**src/rtl/complex_stream_mux_nto1.sv**
```systemverilog
// N-to-1 complex sample selector with one output pipeline register and valid/ready handshake.
// Channel choice is static (sel) or round-robin with a fixed burst per channel.
module complex_stream_mux_nto1 #(
    parameter int WL    = 14,
    parameter int N     = 4,
    parameter int SELW  = 2,
    parameter int BURST = 8
) (
    input  logic                  clk,
    input  logic                  rst_n,
    input  logic [N*(WL+1)-1:0]   in_real,
    input  logic [N*(WL+1)-1:0]   in_imag,
    input  logic [N-1:0]          in_valid,
    output logic [N-1:0]          in_ready,
    input  logic                  mode,
    input  logic [SELW-1:0]       sel,
    output logic [WL:0]           out_real,
    output logic [WL:0]           out_imag,
    output logic                  out_valid,
    input  logic                  out_ready,
    output logic [SELW-1:0]       out_ch,
    output logic                  out_last
);

    localparam int              W        = WL + 1;
    localparam logic [7:0]      CNT_LAST = 8'(BURST - 1);
    localparam logic [SELW-1:0] CH_LAST  = SELW'(N - 1);
    localparam logic [SELW:0]   N_L      = (SELW + 1)'(N);

    logic [SELW-1:0] r_cur_ch;
    logic [7:0]      r_cnt;
    logic            r_mode_q;
    logic [WL:0]     r_out_real;
    logic [WL:0]     r_out_imag;
    logic            r_out_valid;
    logic [SELW-1:0] r_out_ch;
    logic            r_out_last;

    logic [WL:0]     w_sel_real;
    logic [WL:0]     w_sel_imag;
    logic            w_sel_valid;
    logic            w_can_load;
    logic            w_accept;
    logic            w_mode_chg;
    logic            w_burst_end;
    logic            w_last;
    logic            w_sel_ok;
    logic [SELW-1:0] w_ch_next;

    always_comb begin
        w_sel_real  = '0;
        w_sel_imag  = '0;
        w_sel_valid = 1'b0;
        for (int k = 0; k < N; k++) begin
            if (r_cur_ch == SELW'(k)) begin
                w_sel_real  = in_real[k*W +: W];
                w_sel_imag  = in_imag[k*W +: W];
                w_sel_valid = in_valid[k];
            end
        end
    end

    assign w_can_load  = !r_out_valid || out_ready;
    assign w_accept    = w_sel_valid && w_can_load;
    assign w_mode_chg  = mode != r_mode_q;
    // Burst accounting follows the mode of the previous cycle, so a switching-edge accept counts under the old mode.
    assign w_burst_end = r_mode_q && (r_cnt == CNT_LAST);
    assign w_last      = w_accept && w_burst_end;
    assign w_sel_ok    = {1'b0, sel} < N_L;
    assign w_ch_next   = (r_cur_ch == CH_LAST) ? '0 : r_cur_ch + 1'b1;

    // Gated with rst_n so no channel is offered a slot while reset is held.
    always_comb begin
        in_ready = '0;
        for (int k = 0; k < N; k++) begin
            in_ready[k] = rst_n && w_can_load && (r_cur_ch == SELW'(k));
        end
    end

    always_ff @(posedge clk or negedge rst_n) begin
        if (!rst_n) begin
            r_cur_ch    <= '0;
            r_cnt       <= '0;
            r_mode_q    <= 1'b0;
            r_out_real  <= '0;
            r_out_imag  <= '0;
            r_out_valid <= 1'b0;
            r_out_ch    <= '0;
            r_out_last  <= 1'b0;
        end else begin
            r_mode_q <= mode;

            if (w_accept) begin
                r_out_real  <= w_sel_real;
                r_out_imag  <= w_sel_imag;
                r_out_ch    <= r_cur_ch;
                r_out_last  <= w_last;
                r_out_valid <= 1'b1;
            end else if (out_ready) begin
                r_out_valid <= 1'b0;
            end

            if (!mode) begin
                r_cnt <= '0;
                if (w_sel_ok) begin
                    r_cur_ch <= sel;
                end else if (w_last) begin
                    r_cur_ch <= w_ch_next;
                end
            end else if (w_mode_chg) begin
                // Entering round-robin: rotation starts from wherever static mode left off.
                r_cnt <= '0;
            end else if (w_accept) begin
                if (w_burst_end) begin
                    r_cnt    <= '0;
                    r_cur_ch <= w_ch_next;
                end else begin
                    r_cnt <= r_cnt + 8'd1;
                end
            end
        end
    end

    assign out_real  = r_out_real;
    assign out_imag  = r_out_imag;
    assign out_valid = r_out_valid;
    assign out_ch    = r_out_ch;
    assign out_last  = r_out_last;

endmodule

```
**config.mk**
```make
export PLATFORM = sky130hd
export DESIGN_NAME = complex_stream_mux_nto1
export DESIGN_NICKNAME = d
export VERILOG_FILES = /design/src/rtl/complex_stream_mux_nto1.sv
export SDC_FILE = /design/constraint.sdc
export NUM_CORES = 1
export LEC_CHECK = 0
export CORE_MARGIN = 2
export CORE_UTILIZATION = 42
export CTS_CLUSTER_SIZE = 16
export DETAILED_ROUTE_END_ITERATION = 10
export PLACE_DENSITY = 0.87
export SLEW_MARGIN = 20
export SYNTH_ARGS = -nofsm -noshare
export SYNTH_HDL_FRONTEND = slang
export SYNTH_SLANG_ARGS = --single-unit
```
**constraint.sdc**
```tcl
create_clock -name clk -period 4.51 [get_ports clk]
set_input_delay 0.902 -clock clk [delete_from_list [all_inputs] [get_ports clk]]
set_output_delay 0.902 -clock clk [all_outputs]
set_load 0.02 [all_outputs]
```
== Word level (Yosys, flattened, before mapping) ==
Index checks and enable logic that the tools add are counted.

* Register bits after elaboration: 45
* Logic and storage cells: 55
* Bits of input ports: 130
* Output and inout bits: 38

* Reductions and logical operators: 13
* Equal/unequal tests: 9
* Multiplexer cells: 23
* $add $sub $neg: 2

{| class="wikitable"
|+ Operators by type and width
! cell !! count
|-
| $mux W15 || 8
|-
| $mux W8 || 4
|-
| $mux W2 || 5
|-
| $add A8 B1 Y8 const B || 1
|-
| $eq A8 B3 Y1 const B || 1
|-
| $logic_and A1 B1 Y1 || 8
|-
| $mux W1 || 6
|-
| $eq A2 B2 Y1 const B || 2
|-
| $ne A2 B1 Y1 const B || 2
|-
| $ne A3 B1 Y1 const B || 1
|-
| $reduce_and A3 Y1 || 1
|-
| $add A2 B1 Y2 const B || 1
|-
| $eq A2 B1 Y1 const B || 1
|-
| $logic_not A2 Y1 || 1
|-
| $ne A2 B2 Y1 const B || 1
|-
| $reduce_bool A2 Y1 || 1
|-
| $logic_not A1 Y1 || 1
|-
| $logic_or A1 B1 Y1 || 1
|-
| $ne A1 B1 Y1 || 1
|}

== Logic depth before layout (Yosys ltp) ==
Gate-level depths: netlist (run 1).

* Depth in word-level cells: 9
* Mapped depth: 9
* Mapped depth without buffers: 6

== Worst setup path after synthesis (run 1) ==
OpenSTA, ideal clock, no wires.

* Path type: register -> output
* From: reg r_cur_ch[0]
* To: out in_ready[0]
* Path slack: 2.110 ns
* Data arrival time: 1.498 ns
* Data required time: 3.608 ns
* Stages on the path, launching flop included: 6
* Cell sequence: dfrtp_1 -> inv_1 -> ha_1 -> clkbuf_1 -> buf_2 -> and3_1

* Word-level cells in the longest chain between the ends: 2

{| class="wikitable"
|+ RTL lines
! item !! line !! source
|-
| start: declaration || 30 || <nowiki>logic [SELW-1:0] r_cur_ch;</nowiki>
|-
| start signal: assignment || 106 || <nowiki>r_cur_ch <= sel;</nowiki>
|-
| start signal: assignment || 108 || <nowiki>r_cur_ch <= w_ch_next;</nowiki>
|-
| start signal: assignment || 116 || <nowiki>r_cur_ch <= w_ch_next;</nowiki>
|-
| $logic_not A2 Y1 || 76 || <nowiki>in_ready[k] = rst_n && w_can_load && (r_cur_ch == SELW'(k));</nowiki>
|-
| $logic_and A1 B1 Y1 || 76 ||
|-
| end: declaration || 14 || <nowiki>output logic [N-1:0] in_ready,</nowiki>
|}

Every way passes these cells.

== Worst setup path in the final report (run 1) ==
* From: in out_ready
* To: out in_ready[3]

* Word-level cells in the longest chain between the ends: 3

{| class="wikitable"
|+ RTL lines
! item !! line !! source
|-
| start: declaration || 20 || <nowiki>input logic out_ready,</nowiki>
|-
| $logic_or A1 B1 Y1 || 63 || <nowiki>assign w_can_load = !r_out_valid || out_ready;</nowiki>
|-
| $logic_and A1 B1 Y1 (2 in series) || 76 ||
|}

Every way passes these cells.

==> impl_metrics.tcl, run 1 <==
set metrics [dict create \
    via_count 3346 \
    path_buf_inv 2 \
    place_hpwl_um 7450 \
    antenna_found_initial 0 \
    finalCriticalPeriod_ps 3320 \
    clkSlewWorstSetupHoldPaths_ps 80 \
    post-cts-setup-buffer-count 0 \
    p_total_mw 2.85 \
    dp_slack_ps 1180 \
    hold_viol 0 \
    fin_skew_ps 8.26 \
    start_kind "primary input" \
    vdd_drop_max_mv 0.531 \
    rsz0062_at_grt "false" \
    antenna_left 0 \
    grt_usage 0.254 \
    via_per_inst 5.29 \
    core_um2 6870 \
    cp_max_fo 5 \
    drt_iter0_drc 117 \
    clkLatencyLatePin_ps 300 \
    cts_tree "built" \
    slowest_delay_ps 600 \
    setup_violations 0 \
    syn-mean-instance-area_um2 7.79 \
    worst-setup-path-type "in -> out" \
    row_count 30 \
    route.detailed.drc 0 \
    ys_ff_latch 45 \
    cts_max_level 2 \
    grt-ovfl-total 0 \
    clock-sinks 45 \
    synth_cells 387 \
    ctsResizeCount 0 \
    clock.fmax_mhz 301 \
    ys_types 39 \
    cp.required_ps 3610 \
    gp_congestion 0.857 \
    status "finished clean" \
    io_buffers 167 \
    area_growth_pct 59.3 \
    leakage_nw 2.00 \
    cap_violations 0 \
    cellPowerDensity_nw_per_um2 595 \
    cts-hold-fix-buffers 0 \
    fin_setup_tns_ps 0 \
    initial_core_util 0.439 \
    drt-total-wl_um 10000 \
    crit_arrival_ps 2410 \
    crit_path_end_kind "output pin" \
    synth_ff_type "dfrtp_1" \
    seq_area_frac_synth 0.374 \
    num_antenna_cells 0 \
    nets 671 \
    yosys_warnings 0 \
    drive_gt1_frac 0.0504 \
    period_share 0.735 \
    cts-root-to-sink-buffers 2 \
    worst_slew_pin_slew_ps 724 \
    wl_per_cell_um 15.9 \
    finalWorstSetupSlack_ps 1190 \
    first_pass_iters 6 \
    grt_pass1_vias 3300 \
    hold_class "reg -> reg" \
    synthArstFlopShare 1.00 \
    synth_edf_count 0 \
    grt_max_degree 46 \
    cts-root-buf "clkbuf_8" \
    netlist_area_um2 3010 \
    path_delay_family "buffers and inverters" \
    critPathMostFrequentCell "clkdlybuf4s50_1" \
    holdWs_ps 494 \
    io_pins 168 \
    fp.dieArea_um2 7870 \
    crit_chain "clkdlybuf4s50_1, nand2b_1, and3_1, clkdlybuf4s50_1" \
    grt_pass1_wl_um 15600 \
    cts_buffers 5 \
    slew_headroom 0.517 \
    die_x_um 88.7 \
    crit_path_top_delay_cell "clkdlybuf4s50_1" \
    die_h_um 88.7 \
    slew_viol_final 0 \
    synth_nets 523 \
]
metrics by stage:
| step | instances | utilization | area, um^2 |
|---|---|---|---|
| 2_1_floorplan | 387 | - | 3010 |
| 3_3_place_gp | 624 | 0.684 | 4700 |
| 3_5_place_dp | 624 | 0.684 | 4700 |
| 4_1_cts | 632 | 0.699 | 4800 |
| 5_1_grt | 632 | 0.699 | 4800 |
| 6_report | 632 | 0.699 | 4800 |
power by group:
group | internal (mW) | leakage (nW) | switching (mW)
registers | 0.581 | 0.536 | 0.101
logic | 0.810 | 1.41 | 1.09
clock network | 0.139 | 0.0542 | 0.138
total | 1.53 | 2.00 | 1.32
flip-flops by register name, summed over array words and instances, names as in the netlist:
| name | count |
|---|---|
| out_ch | 2 |
| out_imag | 15 |
| out_last | 1 |
| out_real | 15 |
| out_valid | 1 |
| r_cnt | 8 |
| r_cur_ch | 2 |
| r_mode_q | 1 |
cells in the mapped netlist, types with 2 or more instances:
library cell | instances | area [um^2]
a21oi_1 | 89 | 445
a221o_1 | 2 | 20.0
a22oi_1 | 30 | 225
and3_1 | 7 | 43.8
buf_1 | 2 | 7.51
buf_2 | 10 | 50.1
buf_6 | 3 | 33.8
clkbuf_1 | 17 | 63.8
dfrtp_1 | 45 | 1130
ha_1 | 6 | 75.1
inv_1 | 36 | 135
mux2_1 | 2 | 22.5
mux2i_1 | 4 | 40.0
nand2_1 | 30 | 113
nand2b_1 | 4 | 25.0
nand3_1 | 5 | 25.0
nor2_1 | 33 | 124
nor2b_1 | 3 | 18.8
o21ai_0 | 28 | 140
o21ai_1 | 2 | 10.0
o2bb2ai_1 | 9 | 78.8
or2_2 | 3 | 18.8
metal layers:
metal,vias to the layer above,track usage,wire (um),part of all wire
li1,1650,-,-,-
met1,1567,0.302,4050,0.40
met2,114,0.472,5100,0.51
met3,15,0.0494,741,0.074
met4,0,0.0579,144,0.014
met5,-,0,0,0
worst paths after layout:
kind / startpoint / to / slack, ps / cells after the start
min in group asynchronous: rst_n / out_imag[3]$_DFFE_PN0P_ / 770 / 2
max in group asynchronous: rst_n / out_real[4]$_DFFE_PN0P_ / 3360 / 2
hold reg to reg: out_ch[0]$_DFFE_PN0P_ / out_ch[0]$_DFFE_PN0P_ / 490 / 1
hold / removal: out_ch[0]$_DFFE_PN0P_ / out_ch[0]$_DFFE_PN0P_ / 490 / 1
setup / recovery: out_ready / in_ready[3] / 1190 / 4
setup reg to reg: r_cur_ch[0]$_DFFE_PN0P_ / out_ch[0]$_DFFE_PN0P_ / 1830 / 6
cell usage in the layout (no fill, tap or decap), types with 9 or more instances in the layout:
cell	count
a21oi_1	89
a22oi_1	30
clkdlybuf4s50_1	166
dfrtp_1	45
inv_1	36
nand2_1	30
nor2_1	33
o21ai_0	28
o2bb2ai_1	9
logic make-up after synthesis:
kind of cell / count (synthesis) / share of synthesized area
adders and majority gates: 6 / 0.0249
buffers and inverters: 69 / 0.0988
AOI/OAI and AO/OA: 170 / 0.339
and+or+nand+nor: 91 / 0.142
DFF: 45 / 0.374
muxes: 6 / 0.0208
area by class of cell:
| type | instances | area [um^2] |
|---|---|---|
| inverters | 36 | 135 |
| repair buffers | 174 | 1720 |
| well taps | 96 | 120 |
| fillers | 563 | 2070 |
| clock buffers | 7 | 96.3 |
| flip-flops and latches | 45 | 1130 |
| multi-input cells | 273 | 1600 |
| clock inverters | 1 | 5.00 |
Power figures use the tool's default switching activity.
==> run 2: changes to the inputs <==
- CORE_UTILIZATION: 42 -> 39
- PLACE_DENSITY: 0.87 -> 0.81
- clock period: 4.51 -> 3.3 ns (I/O delays scaled with it)
==> run 2 against run 1 <==
Register-to-register slack got worse by 830 ps; largest cell class unchanged; worst setup slack lost 650 ps; highest routed layer unchanged; cell count grew 1.4%; cell area increased by 0.50%; sequential power increased by 35%; sequential cell count stayed put; non-clock buffer count rose by 3.
==> impl_metrics.tcl, run 2 (synthesized netlist as in run 1, its figures left out) <==
set metrics [dict create \
    status "finished clean" \
    clock.fmax_mhz 363 \
    die_h_um 91.9 \
    fin_skew_ps 4.43 \
    final_common_cell "clkdlybuf4s50_1" \
    grt_pass1_wl_um 15200 \
    clock-sinks 45 \
    cp.required_ps 2640 \
    cts_tree "built" \
    first_pass_iters 4 \
    num_antenna_cells 0 \
    gp_congestion 0.795 \
    area_growth_pct 60.0 \
    via_count 3347 \
    worst-setup-path-type "reg -> out" \
    cts_buffers 5 \
    multi_input_area_um2 1600 \
    slew_viol_final 0 \
    finalCriticalPeriod_ps 2760 \
    fp.dieArea_um2 8440 \
    layout_common_cells "166 x clkdlybuf4s50_1, 89 x a21oi_1, 45 x dfrtp_1" \
    drive_gt1_frac 0.0538 \
    setup_violations 0 \
    antenna_left 0 \
    worst_slew_pin_slew_ps 583 \
    slew_headroom 0.611 \
    fin_setup_tns_ps 0 \
    antenna_found_initial 0 \
    crit_path_end_kind "output pin" \
    core_um2 7610 \
    io_buffers 167 \
    cp_max_fo 20 \
    path_delay_family "buffers and inverters" \
    leakage_nw 2.01 \
    crit_chain "inv_1, ha_1, buf_4, and3_1, clkdlybuf4s50_1" \
    hold_class "in -> async" \
    dp.cells 633 \
    clkLatencyLatePin_ps 300 \
    nFillCells 638 \
    route.detailed.drc 0 \
    grt_pass1_vias 3167 \
    cts-hold-fix-buffers 0 \
    wl_per_cell_um 14.7 \
    final-seq-area_um2 1130 \
    io_pins 168 \
    ctsResizeCount 0 \
    die_x_um 91.9 \
    grt-ovfl-total 0 \
    cts-root-to-sink-buffers 2 \
    grt_usage 0.220 \
    rsz0062_at_grt "false" \
    row_count 32 \
    post-cts-setup-buffer-count 0 \
    cap_violations 0 \
    place_hpwl_um 7070 \
    period_share 0.836 \
    clkSlewWorstSetupHoldPaths_ps 80 \
    drt-total-wl_um 9440 \
    path_buf_inv 3 \
    drt_iter0_drc 198 \
    nets 674 \
    hold_viol 0 \
    crit_path_top_delay_cell "clkdlybuf4s50_1" \
    cts_max_level 2 \
    fin_cells 641 \
    cp.depth 5 \
    cts-root-buf "clkbuf_8" \
    slowest_delay_ps 610 \
    initial_core_util 0.396 \
    via_per_inst 5.22 \
    start_kind "flop" \
    reg2reg_depth 7 \
    grt_max_degree 75 \
    vdd_drop_max_mv 0.750 \
    cellPowerDensity_nw_per_um2 802 \
    crit_arrival_ps 2100 \
]
## run 2: worst paths after layout
| check | slack (ps) | endpoint | from |
|---|---|---|---|
| max in group asynchronous | 2410 | out_imag[2]$_DFFE_PN0P_ | rst_n |
| min in group clk | 500 | out_ch[1]$_DFFE_PN0P_ | out_ch[1]$_DFFE_PN0P_ |
| worst min register to register | 500 | out_ch[1]$_DFFE_PN0P_ | out_ch[1]$_DFFE_PN0P_ |
| worst max register to register | 1000 | out_ch[0]$_DFFE_PN0P_ | r_cur_ch[0]$_DFFE_PN0P_ |
| worst max-delay path | 540 | in_ready[0] | r_cur_ch[0]$_DFFE_PN0P_ |
| worst min-delay path | 490 | out_real[0]$_DFFE_PN0P_ | rst_n |
## run 2: final cells by class
| cell class | count | area share |
|---|---|---|
| repair buffers | 177 | 0.364 |
| flip-flops and latches | 45 | 0.234 |
| inverters | 36 | 0.0280 |
| clock inverters | 2 | 0.00208 |
| multi-input cells | 273 | 0.331 |
| well taps | 102 | 0.0265 |
| clock buffers | 6 | 0.0150 |
## run 2: worst register-to-register path, delay by kind of cell (launching register included)
family                   cells  cell delay, ps
multiplexers                 1             370
flip-flops                   1             430
buffers and inverters        3             710
AO/OA/AOI/OAI                1             360
adder cells (fa/ha/maj)      1             180
AND/OR/NAND/NOR              1             130
## run 2: metrics by stage
step	hold slack (ps)	setup slack, ps	power [mW]	cell area (um^2)	utilization
after global placement	475	566	3.48	4740	0.623
after floorplan	364	1140	2.62	3010	-
after detailed placement	489	500	3.55	4740	0.623
after CTS	506	518	3.90	4820	0.634
after global routing	530	365	4.21	4820	0.634
final	490	542	3.87	4820	0.634
## run 2: per-layer routing
| layer | track usage | up-vias | part of all wire |
|---|---|---|---|
| met5 | 0 | - | 0 |
| met1 | 0.275 | 1546 | 0.42 |
| met2 | 0.390 | 133 | 0.50 |
| li1 | - | 1661 | - |
| met4 | 0.0485 | 0 | 0.0086 |
| met3 | 0.0501 | 7 | 0.071 |
## run 2: power breakdown
group          leakage, nW  switching (mW)  internal (mW)
registers            0.536           0.125          0.793
logic                 1.43            1.47           1.14
clock network       0.0450           0.190          0.147
total                 2.01            1.79           2.08
==> run 3: changes to the inputs <==
- clock period: 3.3 -> 2.7 ns (I/O delays scaled with it)
==> run 3 against run 2 <==
Non-clock buffer count rose by 1; hold slack got worse by 110 ps; sequential cell count did not move; clock skew rose by 5.2 ps; sequential power rose by 22%; critical path type unchanged; highest routed layer unchanged.
==> impl_metrics.tcl, run 3 (synthesized netlist as in run 1, its figures left out) <==
set metrics [dict create \
    status "finished clean" \
    drive_gt1_frac 0.0556 \
    path_delay_family "buffers and inverters" \
    post-cts-setup-buffer-count 0 \
    multi_input_area_um2 1600 \
    p_total_mw 4.84 \
    rsz0062_at_grt "false" \
    grt-ovfl-total 0 \
    cts-hold-fix-buffers 0 \
    cts_tree "built" \
    regToRegEndpoint "out_ch[1]$_DFFE_PN0P_" \
    ctsResizeCount 0 \
    finalWorstSetupSlack_ps 161 \
    worst-setup-path-type "reg -> out" \
    fp.dieArea_um2 8440 \
    nFillCells 670 \
    grt_usage 0.217 \
    grt_max_degree 75 \
    finish.utilization 0.639 \
    clock.fmax_mhz 394 \
    wl_per_cell_um 14.4 \
    via_per_inst 5.19 \
    clock-sinks 45 \
    row_count 32 \
    initial_core_util 0.396 \
    place_hpwl_um 7020 \
    crit_chain "inv_1, ha_1, and3_1, clkdlybuf4s50_1" \
    place_area_um2 4750 \
    holdWs_ps 379 \
    num_antenna_cells 0 \
    cts-root-to-sink-buffers 2 \
    grt_pass1_vias 3154 \
    final_area_um2 4860 \
    final-seq-area_um2 1130 \
    cts_max_level 2 \
    period_share 0.940 \
    die_h_um 91.9 \
    crit_path_end_kind "output pin" \
    layout_common_cells "166 x clkdlybuf4s50_1, 89 x a21oi_1, 45 x dfrtp_1" \
    io_buffers 167 \
    startpoint "r_cur_ch[0]$_DFFE_PN0P_" \
    cts-root-buf "clkbuf_8" \
    dp_slack_ps 179 \
    start_kind "flop" \
    slew_viol_final 0 \
    fin_cells 642 \
    worst-r2r-setup-slack_ps 530 \
    dp.cells 634 \
    final_common_cell "clkdlybuf4s50_1" \
    first_pass_iters 4 \
    drt-total-wl_um 9220 \
    endpoint "in_ready[0]" \
    worst_slew_pin_slew_ps 560 \
    cp.required_ps 2160 \
    r2r-start "r_cur_ch[0]$_DFFE_PN0P_" \
    cap_violations 0 \
    area_growth_pct 61.4 \
    io_pins 168 \
    antenna_left 0 \
    core_um2 7610 \
    crit_arrival_ps 2000 \
    cp.depth 4 \
    antenna_found_initial 0 \
    setup_violations 0 \
    fin_setup_tns_ps 0 \
    finalCriticalPeriod_ps 2540 \
    route.detailed.drc 0 \
    drt_iter0_drc 105 \
    leakage_nw 2.03 \
    path_buf_inv 2 \
    nets 675 \
    cts_buffers 5 \
    crit_path_top_delay_cell "clkdlybuf4s50_1" \
    via_count 3333 \
    slew_headroom 0.627 \
    hold_class "in -> async" \
    cp_max_fo 5 \
    clkSlewWorstSetupHoldPaths_ps 80 \
    grt_pass1_wl_um 14900 \
    clkLatencyLatePin_ps 300 \
    reg2reg_depth 6 \
    slowest_delay_ps 600 \
    die_x_um 91.9 \
    fin_skew_ps 9.58 \
    vdd_drop_max_mv 0.965 \
    gp_congestion 0.810 \
    cellPowerDensity_nw_per_um2 995 \
    hold_viol 0 \
]
run 3: layout make-up:
class                   count  share of cell area
repair buffers            178               0.362
multi-input cells         273               0.328
flip-flops and latches     45               0.232
inverters                  36              0.0278
well taps                 102              0.0262
clock buffers               7              0.0178
clock inverters             1             0.00617
run 3: how the worst min path moves through the flow:
stage,startpoint,slack (ps),end,cells after the start
after floorplan,rst_n,240,out_ch[0]$_DFFE_PN0P_,0
after CTS,rst_n,390,r_mode_q$_DFF_PN0_,2
after global routing,rst_n,460,r_cnt[3]$_DFFE_PN0P_,2
after global placement,out_ch[0]$_DFFE_PN0P_,480,out_ch[0]$_DFFE_PN0P_,1
final,rst_n,380,r_cnt[3]$_DFFE_PN0P_,2
after detailed placement,out_ch[0]$_DFFE_PN0P_,480,out_ch[0]$_DFFE_PN0P_,1
run 3: routing by layer:
metal / share of wire / up-vias / track usage / wire (um)
li1: - / 1656 / - / -
met5: 0 / - / 0 / 0
met1: 0.43 / 1565 / 0.268 / 3940
met4: 0.011 / 0 / 0.0547 / 97
met2: 0.50 / 104 / 0.384 / 4590
met3: 0.065 / 8 / 0.0485 / 602
run 3: power breakdown:
group	leakage, nW	switching, mW	internal [mW]
Clock	0.0585	0.220	0.302
Sequential	0.536	0.154	0.970
Combinational	1.43	1.80	1.40
